[config.mk]
export PLATFORM = sky130hd
export DESIGN_NAME = pipeline_ctrl
export DESIGN_NICKNAME = d
export VERILOG_FILES = /design/src/rtl/pipeline_ctrl_pkg.sv /design/src/rtl/pipeline_ctrl_hazard_detect.sv /design/src/rtl/pipeline_ctrl.sv
export SDC_FILE = /design/constraint.sdc
export NUM_CORES = 1
export LEC_CHECK = 0
export ABC_AREA = 0
export CAP_MARGIN = 10
export CORE_MARGIN = 2
export CORE_UTILIZATION = 30
export CTS_CLUSTER_SIZE = 8
export DETAILED_ROUTE_END_ITERATION = 16
export SYNTH_ARGS = -nofsm -noshare
export SYNTH_HDL_FRONTEND = slang
export SYNTH_HIERARCHICAL = 1
export SYNTH_SLANG_ARGS = --single-unit
[constraint.sdc]
create_clock -name clk -period 3 [get_ports clk]
set_input_delay 0.75 -clock clk [delete_from_list [all_inputs] [get_ports clk]]
set_output_delay 0.75 -clock clk [all_outputs]
set_load 0.01 [all_outputs]
[src/rtl/pipeline_ctrl_pkg.sv]
// Shared CPU control package: register-address width and the memory-wait FSM encoding.
package pipeline_ctrl_pkg;

  localparam int REG_ADDR_W = 5;
  localparam int WCNT_W     = 8;

  typedef enum logic {
    ST_RUN   = 1'b0,
    ST_MWAIT = 1'b1
  } mem_state_e;

endpackage

[src/rtl/pipeline_ctrl_hazard_detect.sv]
// Load-use comparator: flags an ID source register that a load in EX is about to write.
module hazard_detect
  import pipeline_ctrl_pkg::*;
(
  input  logic [REG_ADDR_W-1:0] id_rs1_addr_i,
  input  logic [REG_ADDR_W-1:0] id_rs2_addr_i,
  input  logic                  id_rs1_re_i,
  input  logic                  id_rs2_re_i,
  input  logic [REG_ADDR_W-1:0] ex_rd_addr_i,
  input  logic                  ex_reg_we_i,
  input  logic                  ex_is_load_i,
  output logic                  load_use_o
);

  logic rs1_hit;
  logic rs2_hit;

  // x0 is hardwired, so a load targeting it never creates a dependency.
  assign rs1_hit    = id_rs1_re_i && (id_rs1_addr_i == ex_rd_addr_i);
  assign rs2_hit    = id_rs2_re_i && (id_rs2_addr_i == ex_rd_addr_i);
  assign load_use_o = ex_is_load_i && ex_reg_we_i && (ex_rd_addr_i != '0) && (rs1_hit || rs2_hit);

endmodule

[src/rtl/pipeline_ctrl.sv]
// Pipeline hazard controller: memory-wait stalls with timeout, branch flush, load-use stall.
//
// state    | meaning
// ---------+--------------------------------------------------------------
// ST_RUN   | no outstanding data access beyond the current cycle
// ST_MWAIT | waiting for dmem_ack_i; wcnt counts cycles of the access
module pipeline_ctrl
  import pipeline_ctrl_pkg::*;
#(
  parameter int MEM_TIMEOUT = 8,
  parameter int CNT_W       = 16
) (
  input  logic                  clk,
  input  logic                  rst_n,
  input  logic [REG_ADDR_W-1:0] id_rs1_addr_i,
  input  logic [REG_ADDR_W-1:0] id_rs2_addr_i,
  input  logic                  id_rs1_re_i,
  input  logic                  id_rs2_re_i,
  input  logic [REG_ADDR_W-1:0] ex_rd_addr_i,
  input  logic                  ex_reg_we_i,
  input  logic                  ex_is_load_i,
  input  logic                  ex_branch_taken_i,
  input  logic                  mem_access_i,
  input  logic                  dmem_ack_i,
  output logic                  dmem_req_o,
  output logic                  pc_stall_o,
  output logic                  if_id_stall_o,
  output logic                  id_ex_stall_o,
  output logic                  ex_mem_stall_o,
  output logic                  if_id_flush_o,
  output logic                  id_ex_flush_o,
  output logic                  mem_wb_flush_o,
  output logic                  dmem_err_o,
  output logic [CNT_W-1:0]      stall_cnt_o
);

  localparam logic [WCNT_W-1:0] TIMEOUT_C = WCNT_W'(MEM_TIMEOUT);

  mem_state_e        state_q, state_d;
  logic [WCNT_W-1:0] wcnt_q, wcnt_d;
  logic              err_q, err_d;
  logic              br_pend_q, br_pend_d;
  logic [CNT_W-1:0]  stall_cnt_q, stall_cnt_d;

  logic timeout;
  logic mem_stall;
  logic load_use;
  logic branch;

  hazard_detect u_hazard_detect (
    .id_rs1_addr_i (id_rs1_addr_i),
    .id_rs2_addr_i (id_rs2_addr_i),
    .id_rs1_re_i   (id_rs1_re_i),
    .id_rs2_re_i   (id_rs2_re_i),
    .ex_rd_addr_i  (ex_rd_addr_i),
    .ex_reg_we_i   (ex_reg_we_i),
    .ex_is_load_i  (ex_is_load_i),
    .load_use_o    (load_use)
  );

  assign dmem_req_o = mem_access_i;
  assign timeout    = (state_q == ST_MWAIT) && (wcnt_q == TIMEOUT_C);
  assign mem_stall  = mem_access_i && !dmem_ack_i && !timeout;
  // A branch seen while EX was frozen is remembered and applied on release.
  assign branch     = ex_branch_taken_i || br_pend_q;

  // State, wait counter, error pulse, pending branch and stall counter registers.
  always_ff @(posedge clk or negedge rst_n) begin
    if (!rst_n) begin
      state_q     <= ST_RUN;
      wcnt_q      <= '0;
      err_q       <= 1'b0;
      br_pend_q   <= 1'b0;
      stall_cnt_q <= '0;
    end else begin
      state_q     <= state_d;
      wcnt_q      <= wcnt_d;
      err_q       <= err_d;
      br_pend_q   <= br_pend_d;
      stall_cnt_q <= stall_cnt_d;
    end
  end

  // Memory-wait FSM next state; a dropped access request also ends the wait.
  always_comb begin
    state_d = state_q;
    wcnt_d  = wcnt_q;
    err_d   = 1'b0;
    case (state_q)
      ST_RUN: begin
        if (mem_access_i && !dmem_ack_i) begin
          state_d = ST_MWAIT;
          wcnt_d  = WCNT_W'(1);
        end
      end
      ST_MWAIT: begin
        if (!mem_access_i || dmem_ack_i) begin
          state_d = ST_RUN;
          wcnt_d  = '0;
        end else if (timeout) begin
          state_d = ST_RUN;
          wcnt_d  = '0;
          err_d   = 1'b1;
        end else begin
          wcnt_d  = wcnt_q + WCNT_W'(1);
        end
      end
      default: begin
        state_d = ST_RUN;
        wcnt_d  = '0;
      end
    endcase
  end

  // Stall/flush outputs by priority: memory stall, then branch, then load-use.
  always_comb begin
    pc_stall_o     = 1'b0;
    if_id_stall_o  = 1'b0;
    id_ex_stall_o  = 1'b0;
    ex_mem_stall_o = 1'b0;
    if_id_flush_o  = 1'b0;
    id_ex_flush_o  = 1'b0;
    mem_wb_flush_o = 1'b0;
    br_pend_d      = 1'b0;
    if (mem_stall) begin
      pc_stall_o     = 1'b1;
      if_id_stall_o  = 1'b1;
      id_ex_stall_o  = 1'b1;
      ex_mem_stall_o = 1'b1;
      mem_wb_flush_o = 1'b1;
      br_pend_d      = branch;
    end else if (branch) begin
      if_id_flush_o  = 1'b1;
      id_ex_flush_o  = 1'b1;
    end else if (load_use) begin
      pc_stall_o     = 1'b1;
      if_id_stall_o  = 1'b1;
      id_ex_flush_o  = 1'b1;
    end
  end

  // Saturating count of PC-stall cycles.
  always_comb begin
    stall_cnt_d = stall_cnt_q;
    if (pc_stall_o && (stall_cnt_q != '1)) begin
      stall_cnt_d = stall_cnt_q + CNT_W'(1);
    end
  end

  assign dmem_err_o  = err_q;
  assign stall_cnt_o = stall_cnt_q;

endmodule

==> summary.txt, run 1 <==
crit-path leading delay family: simple AND/OR/NAND/NOR gates
vias: 1246
Pwr Density: 426 mW/mm^2
Post-Synthesis Cells: 143
Final Hold Viols: 0
Hold Worst Slack: 0.502 ns
Worst setup EP type: output pin
initial antenna violation count: 0
TritonCTS Buffers: 3
final critical-path required period: 2.90 ns
Syn Area/Cell: 10.3 sq um
RSZ-0062 raised after global routing: false
Reg2Reg Launch Point: wcnt_q[4]
worst-margin pin slew: 0.585 ns
syn nets: 170
drt drc: 0
Slew headroom: 0.609
xor/xnor share of the synthesized area: 0.166
Critical-path top delay cell: or4_4
GRT Total Usage: 0.136
Sink Count: 27
Synth Area in Compound Gates: 0.0900
synth cell count leaders: 27 x dfrtp_1, 18 x xnor2_1
GP Congestion: 0.832
Core Footprint: 0.00472 sq mm
Final Cell Area: 0.00220 sq mm
crit-path cells: clkdlybuf4s15_1, or4_4, o211ai_2, a21oi_2, buf_4, nand2_4, nand2_4, buf_6
initial core utilization: 0.312
Logic pwr share: 0.274
num rows: 25
depth of the worst register-to-register path: 7
vias in the first global route: 1182
number of max-cap violations: 0
Syn. warnings: 6
post-DP HPWL: 2520 microns
Seq pwr share: 0.496
Clk Latency, worst-skew pair: 0.28 ns
CP Launch Type: input pin
mux contribution to synthesized area: 0.00764
Power Total: 937 uW
status: finished clean
Internal: 654 uW
clock power share: 0.231
dominant synthesized flop cell: dfrtp_1
min setup slack post-route: 0.101 ns
worst reg2reg path endpoint: stall_cnt_o[13]
max-slew violation count: 0
reg-to-reg setup timing slack: 0.95 ns
GR Overflow Total: 0
Mapped Area: 0.00147 sq mm
most frequent CP cell: nand2_4
Distinct cells, synth: 34
top cell type's share of synthesized area: 0.458
antenna viol nets, final: 0
met3 routed wirelength: 166 microns
final core utilization: 0.466
Wirelength per Cell: 12.7 microns
max layer used: met4
vias per cell: 4.58
Yosys top cell by area: dfrtp_1
Max Fanout on Critical Path: 3
combinational family with the most area after synthesis: simple AND/OR/NAND/NOR gates
met1 WL: 1500 microns
post-synthesis register bit count: 27
hold_buf cts: 0
Root Driver: clkbuf_8
Area growth syn-to-layout: 49.2%
most common cell in the netlist: dfrtp_1
Clock Path Buffers: 2
final setup vio count: 0
EDFF count, synth: 0
worst hold stages: 1
Synth area leaders: dfrtp_1 46%, xnor2_1 11%, xor2_1 5.9%
Die Footprint: 0.00549 sq mm
hold wc startpoint: stall_cnt_o[7]
Clock Skews: 0.00428 ns
IO buf count: 48
asr flop ratio synth: 1.00
Nets: 233
global-route wire length before repair: 5690 microns
switching share of power: 0.302
Total Wirelength: 3450 microns
Die Width: 74.1 microns
Clock H-tree levels: 1
hold endpoint: stall_cnt_o[7]
NetSw: 283 uW
DR WL met2: 1780 microns
Final period util: 0.966
ratio of cells with drive above 1 in the final layout: 0.195
Worst-path clk slew: 0.10 ns
Die Y: 74.1 microns
pre-CTS setup slack: -0.611 ns
largest net degree at the start of global routing: 28
Leakage: 1.01 nW
Largest stage delay, worst path: 0.56 ns
maximum vdd drop: 0.352 mV
worst hold path type: reg2reg
CP Data Arrival Time: 2.15 ns
Pre-antenna DRT Iters: 4
crit path buf inv count: 3
simple-gate share of the synthesized area: 0.219
Max Fclk: 345 MHz
DP Cell Count: 266
Placed Instance Area: 0.00210 sq mm
Setup TNS: 0 ns
CTS tree: done
CP Class: in2out
initial drt markers: 38
ant diodes: 0
final std cells w/o fill: 272
I/O Pins: 49
Worst Path Required: 2.25 ns
sequential cell area fraction in the yosys report: 0.458
Synth Area in Adders: 0.0255
-- cell families after synthesis --
group / after synthesis
xor gates and xnor gates: 28
AOI/OAI and AO/OA: 17
buffers and inverters: 9
DFF: 27
and+or+nand+nor: 58
adders and majority gates: 3
muxes: 1
-- layer usage --
layer	track usage	up-vias
li1	-	627
met1	0.167	595
met2	0.239	22
met3	0.0407	2
met4	0.0242	0
met5	0	-
-- cell usage in the layout (no fill, tap or decap), types with 3 or more instances in the layout --
master | Yosys | final
nor2_1 | 10 | 10
dlymetal6s2s_1 | 0 | 6
and3_1 | 6 | 6
clkdlybuf4s50_1 | 0 | 28
dfrtp_1 | 27 | 27
o21ai_0 | 8 | 8
dlygate4sd2_1 | 0 | 5
nand3_1 | 10 | 10
inv_1 | 4 | 4
buf_4 | 4 | 14
clkdlybuf4s15_1 | 0 | 4
clkbuf_8 | 0 | 3
xor2_1 | 10 | 10
nand2_1 | 10 | 8
xnor2_1 | 18 | 18
nand4_1 | 7 | 7
ha_1 | 3 | 3
-- what timing repair did --
| item | in CTS | in global routing |
|---|---|---|
| gates cloned | 0 | 0 |
| pin swaps | 7 | 8 |
| setup endpoints to repair | 7 | 6 |
| resized for setup | 30 | 19 |
| setup buffers | 2 | 0 |
-- power groups by stage --
stage / Combinational (mW) / Sequential [mW] / Clock [mW]
global placement: 0.262 / 0.471 / 0
finish: 0.257 / 0.464 / 0.216
floorplan: 0.0925 / 0.477 / 0
global route: 0.278 / 0.475 / 0.240
detailed placement: 0.260 / 0.471 / 0
CTS: 0.261 / 0.465 / 0.228
-- worst max-delay path by stage --
stage,slack [ns],cells after the start,end,from
global placement,-0.57,8,if_id_stall_o,ex_rd_addr_i[4]
finish,0.10,8,if_id_stall_o,ex_rd_addr_i[3]
CTS,0.009,9,pc_stall_o,id_rs1_addr_i[3]
global route,0.009,9,if_id_stall_o,id_rs2_addr_i[1]
floorplan,0.36,6,pc_stall_o,ex_rd_addr_i[3]
detailed placement,-0.61,8,pc_stall_o,ex_rd_addr_i[4]
-- flip-flops by register name, indices dropped and copies added (netlist names) --
signal / count
state_q: 1
br_pend_q: 1
dmem_err_o: 1
stall_cnt_o: 16
wcnt_q: 8
-- cell type report --
| class | count | area [sq um] |
|---|---|---|
| sequential | 27 | 676 |
| fill | 443 | 2520 |
| clock buffer | 3 | 41.3 |
| multi-input combinational | 107 | 791 |
| timing repair buffer | 62 | 582 |
| tap | 67 | 83.8 |
| clock inverter | 1 | 7.51 |
| inverter | 5 | 18.8 |
(Power assumes the default switching activity.)
==> run 2: changes to the inputs <==
--- a/config.mk
+++ b/config.mk
@@ -7,10 +7,12 @@
 export LEC_CHECK = 0
 export ABC_AREA = 0
 export CAP_MARGIN = 10
+export CORE_ASPECT_RATIO = 0.75
 export CORE_MARGIN = 2
 export CORE_UTILIZATION = 30
 export CTS_CLUSTER_SIZE = 8
 export DETAILED_ROUTE_END_ITERATION = 16
+export RECOVER_POWER = 50
 export SYNTH_ARGS = -nofsm -noshare
 export SYNTH_HDL_FRONTEND = slang
 export SYNTH_HIERARCHICAL = 1
==> run 2 against run 1 <==
Net effect:
- the flow now finishes with violations (capacitance limit, slew limit)
- register-to-register slack is essentially flat
- wire length shrank 1.5%
- worst hold slack lost 0.0056 ns
- clock skew shrank 0.0020 ns
- cell count shrank 2.9%
- setup slack lost 0.032 ns
- non-clock buffer count shrank 1
- final area shrank 1.6%
- utilization shrank 1.7 points
==> summary.txt, run 2 (synthesized netlist as in run 1, its figures left out) <==
Fillers: 482 (+8.8%)
max-slew violation count: 28 (+28)
CP Launch Type: input pin
most common cell after layout, fill and taps aside: clkdlybuf4s50_1
Leakage: 0.958 nW (-4.8%)
depth of the worst register-to-register path: 7 (unchanged)
Max Fanout on Critical Path: 7 (+4)
antenna viol nets, final: 0 (unchanged)
Area growth syn-to-layout: 46.8%
GRT Total Usage: 0.127 (-0.00860)
Wirelength per Cell: 12.9 microns (+1.5%)
worst hold path type: reg2reg
Die Width: 84.9 microns (+15%)
Die Y: 64.7 microns (-13%)
worst hold stages: 1 (unchanged)
most frequent cells in the layout: 30 x clkdlybuf4s50_1, 27 x dfrtp_1, 18 x xnor2_1
Slew headroom: -0.00464 (-0.613)
Max Fclk: 341 MHz (-1.1%)
Die Footprint: 0.00550 sq mm (about the same)
Worst-path clk slew: 0.09 ns (about the same)
CP Class: in2out
Worst setup EP type: output pin
initial antenna violation count: 0 (unchanged)
CP Launch Point: mem_access_i
Core Footprint: 0.00482 sq mm (+2.0%)
TritonCTS Buffers: 3 (unchanged)
initial drt markers: 40 (+5.3%)
Pre-antenna DRT Iters: 4 (unchanged)
drt drc: 0 (unchanged)
post-DP HPWL: 2590 microns (+2.6%)
Total Wirelength: 3400 microns (-1.5%)
IO buf count: 48 (unchanged)
hold_buf cts: 0 (unchanged)
number of max-cap violations: 1 (+1)
Worst Path Required: 2.25 ns (about the same)
Clock H-tree levels: 1 (unchanged)
vias in the first global route: 1154 (-2.4%)
CP Data Arrival Time: 2.18 ns (+0.03 ns)
max reg flops: 16 (unchanged)
hold wc startpoint: stall_cnt_o[14]
CTS tree: done
vias per cell: 4.70 (+2.5%)
pre-CTS setup slack: -0.620 ns (-0.00945 ns)
final critical-path required period: 2.93 ns (+0.0325 ns)
Clock Path Buffers: 2 (unchanged)
ant diodes: 0 (unchanged)
num rows: 22 (-12%)
Nets: 232 (-0.43%)
status: finished with violations
Reg2Reg Launch Point: wcnt_q[5]
Final Hold Viols: 0 (unchanged)
failing checks: capacitance limit, slew limit
GR Overflow Total: 0 (unchanged)
initial core utilization: 0.306 (-0.00608)
Sink Count: 27 (unchanged)
ratio of cells with drive above 1 in the final layout: 0.172 (-0.0236)
global-route wire length before repair: 5560 microns (-2.3%)
Root Driver: clkbuf_8
maximum vdd drop: 0.343 mV (-2.6%)
worst-margin pin slew: 1.51 ns (+0.922 ns)
Final period util: 0.977 (+0.0108)
Clock Skews: 0.00230 ns (-0.00198 ns)
largest net degree at the start of global routing: 28 (unchanged)
GP Congestion: 0.804 (-3.4%)
Hold Worst Slack: 0.497 ns (-0.00556 ns)
final setup vio count: 0 (unchanged)
min setup slack post-route: 0.0681 ns (-0.0325 ns)
I/O Pins: 49 (unchanged)
Setup TNS: 0 ns (unchanged)
vias: 1240 (-0.48%)
Clk Latency, worst-skew pair: 0.27 ns (about the same)
Pwr Density: 429 mW/mm^2 (+0.66%)
## run 2: cell count changes in the layout (fill, tap and decap cells not counted), moves of 2 or more
cell	change
clkdlybuf4s50_1	+2
dlymetal6s2s_1	-2
buf_4	-2
clkbuf_1	+2
nand2_4	-2
## run 2: final timing paths
| check | endpoint | slack (ns) |
|---|---|---|
| min | stall_cnt_o[14] | 0.50 |
| max in group asynchronous | br_pend_q | 0.76 |
| max | id_ex_stall_o | 0.07 |
| min in group asynchronous | stall_cnt_o[10] | 1.37 |
| min reg2reg | stall_cnt_o[14] | 0.50 |
| max reg2reg | stall_cnt_o[1] | 0.95 |
## run 2: what timing repair did
action                     CTS  global route
pin swaps                   10             8
resized for setup           28            13
setup buffers                1             1
setup endpoints to repair    7             7
## run 2: area by class of cell
class                      instances  area (sq um)  share of cell area
clock buffer                       4          45.0              0.0208
timing repair buffer              61           571               0.264
sequential                        27           676               0.312
tap                               60          75.1              0.0347
inverter                           5          18.8             0.00868
multi-input combinational        107           778               0.360
## run 2: worst max-delay path, stage by stage
cell and delay, ns:
clkdlybuf4s50_1 0.50, nor2b_4 0.19, o21ai_4 0.08, inv_2 0.11
clkdlybuf4s50_1 0.55
## run 2: power breakdown
group          total [mW]  internal, mW  leakage, nW  switching (mW)
Sequential          0.464         0.405        0.363          0.0591
Clock               0.208        0.0951       0.0228           0.112
Combinational       0.255         0.153        0.572           0.102
Total               0.927         0.654        0.958           0.274
## run 2: metrics by stage
step	instance area (sq um)	power, mW	util	std cells
after floorplan	1470	0.569	-	143
after global placement	2080	0.729	0.432	258
after detailed placement	2080	0.729	0.432	258
after CTS	2130	0.939	0.443	263
after global routing	2160	0.990	0.449	264
final	2160	0.927	0.449	264
## run 2: per-layer routing
metal	up-vias	global-route usage	wire length, microns
met2	25	0.175	1460
met4	0	0.0298	26
li1	625	-	-
met1	588	0.196	1780
met5	-	0	0
met3	2	0.0331	132
==> run 3: changes to the inputs <==
--- a/config.mk
+++ b/config.mk
@@ -12,6 +12,8 @@
 export CORE_UTILIZATION = 30
 export CTS_CLUSTER_SIZE = 8
 export DETAILED_ROUTE_END_ITERATION = 16
+export GPL_TIMING_DRIVEN = 0
+export MAX_ROUTING_LAYER = met4
 export RECOVER_POWER = 50
 export SYNTH_ARGS = -nofsm -noshare
 export SYNTH_HDL_FRONTEND = slang
==> run 3 against run 2 <==
Net effect:
- the flow now finishes without violations
- clock-buffer cell count unchanged
- utilization decreased by 0.13 points
- setup slack improved by 0.022 ns
- combinational power about the same
- largest cell class unchanged
==> summary.txt, run 3 (synthesized netlist as in run 1, its figures left out) <==
status: finished clean
Pwr Density: 427 mW/mm^2 (-0.40%)
Root Driver: clkbuf_8
Clk Latency, worst-skew pair: 0.27 ns (about the same)
Max Fclk: 344 MHz (+0.75%)
Wirelength per Cell: 12.8 microns (-0.11%)
number of max-cap violations: 0 (-1)
crit-path cells: clkdlybuf4s50_1, nor2b_4, o21ai_4, inv_4, clkdlybuf4s50_1
maximum vdd drop: 0.366 mV (+6.8%)
Max Fanout on Critical Path: 8 (+1)
Leakage: 0.963 nW (+0.48%)
Total Wirelength: 3400 microns (+0.27%)
DP Cell Count: 252 (-2.3%)
ratio of cells with drive above 1 in the final layout: 0.190 (+0.0187)
Worst Path Required: 2.25 ns (about the same)
Nets: 233 (+0.43%)
CP Launch Type: input pin
worst hold path type: reg2reg
Logic pwr share: 0.274 (-0.002)
Clock Path Buffers: 2 (unchanged)
largest net degree at the start of global routing: 17 (-39%)
GP Congestion: 0.764 (-5.1%)
hold wc startpoint: stall_cnt_o[11]
NetSw: 271 uW (-1.1%)
Pre-antenna DRT Iters: 4 (unchanged)
TritonCTS Buffers: 3 (unchanged)
Clock H-tree levels: 1 (unchanged)
antenna viol nets, final: 0 (unchanged)
Slew headroom: 0.411 (+0.416)
num rows: 22 (unchanged)
Worst-path clk slew: 0.09 ns (about the same)
Area growth syn-to-layout: 46.3%
drt drc: 0 (unchanged)
Power Total: 921 uW (-0.69%)
worst-margin pin slew: 0.884 ns (-0.623 ns)
vias in the first global route: 1144 (-0.87%)
Seq pwr share: 0.504 (+0.003)
CP Class: in2out
IO buf count: 48 (unchanged)
Final Hold Viols: 0 (unchanged)
Internal: 650 uW (-0.53%)
CP Launch Point: mem_access_i
Die Y: 64.7 microns (unchanged)
switching share of power: 0.294 (-0.00115)
clock power share: 0.221 (-0.003)
global-route wire length before repair: 5570 microns (+0.13%)
final std cells w/o fill: 265 (+0.38%)
Sink Count: 27 (unchanged)
post-DP HPWL: 2570 microns (-0.72%)
vias: 1262 (+1.8%)
vias per cell: 4.76 (+1.4%)
Die Width: 84.9 microns (unchanged)
Critical-path top delay cell: clkdlybuf4s50_1
Die Footprint: 0.00550 sq mm (unchanged)
CTS tree: done
most frequent cells in the layout: 27 x dfrtp_1, 23 x clkdlybuf4s50_1, 18 x xnor2_1
Worst setup EP type: output pin
GR Overflow Total: 0 (unchanged)
initial drt markers: 60 (+50%)
ant diodes: 0 (unchanged)
final critical-path required period: 2.91 ns (-0.0217 ns)
initial core utilization: 0.306 (unchanged)
most frequent CP cell: clkdlybuf4s50_1
final setup vio count: 0 (unchanged)
Core Footprint: 0.00482 sq mm (unchanged)
Reg2Reg Launch Point: wcnt_q[4]
final core utilization: 0.448 (-0.00130)
max-slew violation count: 0 (-100%)
CP Data Arrival Time: 2.16 ns (-0.02 ns)
initial antenna violation count: 0 (unchanged)
Clock Skews: 0.00835 ns (+0.00605 ns)
RSZ-0062 raised after global routing: false
max reg flops: 16 (unchanged)
Largest stage delay, worst path: 0.54 ns (about the same)
I/O Pins: 49 (unchanged)
Final period util: 0.970 (-0.00724)
most common cell after layout, fill and taps aside: dfrtp_1
GRT Total Usage: 0.132 (+0.00434)
[run 3: cell types whose count changed in the layout (fill, tap and decap cells not counted), sizes merged]
cell           previous run  this run
clkdlybuf4s15             4         2
clkdlybuf4s50            30        23
dlygate4sd3               1         6
clkbuf                    6        10
dlymetal6s2s              4         2
dlygate4sd2               5         8
[run 3: final timing paths]
path,end,slack (ns),depth (start not counted)
max,ex_mem_stall_o,0.09,5
min,stall_cnt_o[11],0.49,1
max reg2reg,stall_cnt_o[10],0.87,8
min reg2reg,stall_cnt_o[11],0.49,1
max in group asynchronous,wcnt_q[6],0.92,2
min in group asynchronous,stall_cnt_o[11],0.89,1
[run 3: layout make-up]
| type | instances | area (sq um) |
|---|---|---|
| plain buffers | 4 | 33.8 |
| clock buffers | 4 | 45.0 |
| fillers | 468 | 2660 |
| inverters | 5 | 21.3 |
| multi-input cells | 107 | 787 |
| flip-flops and latches | 27 | 676 |
| well taps | 60 | 75.1 |
| repair buffers | 58 | 519 |
[run 3: power by group through the flow]
stage / sequential, mW / combinational [mW] / clock, mW
floorplan: 0.477 / 0.0925 / 0
global placement: 0.472 / 0.251 / 0
detailed placement: 0.469 / 0.257 / 0
CTS: 0.464 / 0.259 / 0.212
global route: 0.473 / 0.282 / 0.228
finish: 0.464 / 0.253 / 0.204
[run 3: timing repair]
item	in CTS	in global routing
gates resized for setup	35	14
hold buffers	0	0
pin swaps	7	7
setup endpoints to repair	7	12
buffers inserted	7	2
[run 3: routing by layer]
metal | up-vias | GRT usage | part of all wire | wire length [microns]
met3 | 2 | 0.0369 | 0.045 | 153
li1 | 625 | - | - | -
met2 | 29 | 0.177 | 0.42 | 1420
met5 | - | - | 0 | 0
met1 | 606 | 0.194 | 0.53 | 1810
met4 | 0 | 0.0317 | 0.0076 | 26
[run 3: metrics by stage]
stage	instance area, sq um	TNS, ns	hold WS [ns]	worst slack [ns]
2_1_floorplan	1470	0	0.454	0.356
3_3_place_gp	2030	-4.18	0.475	-0.850
3_5_place_dp	2060	-4.04	0.485	-0.830
4_1_cts	2170	0	0.497	0.00347
5_1_grt	2160	0	0.515	0.00347
6_report	2160	0	0.486	0.0898
[run 3: critical path: cells and delay by family]
family | cells | cell delay [ns]
AO/OA/AOI/OAI | 1 | 0.09
buffers and inverters | 3 | 1.14
AND/OR/NAND/NOR | 1 | 0.19
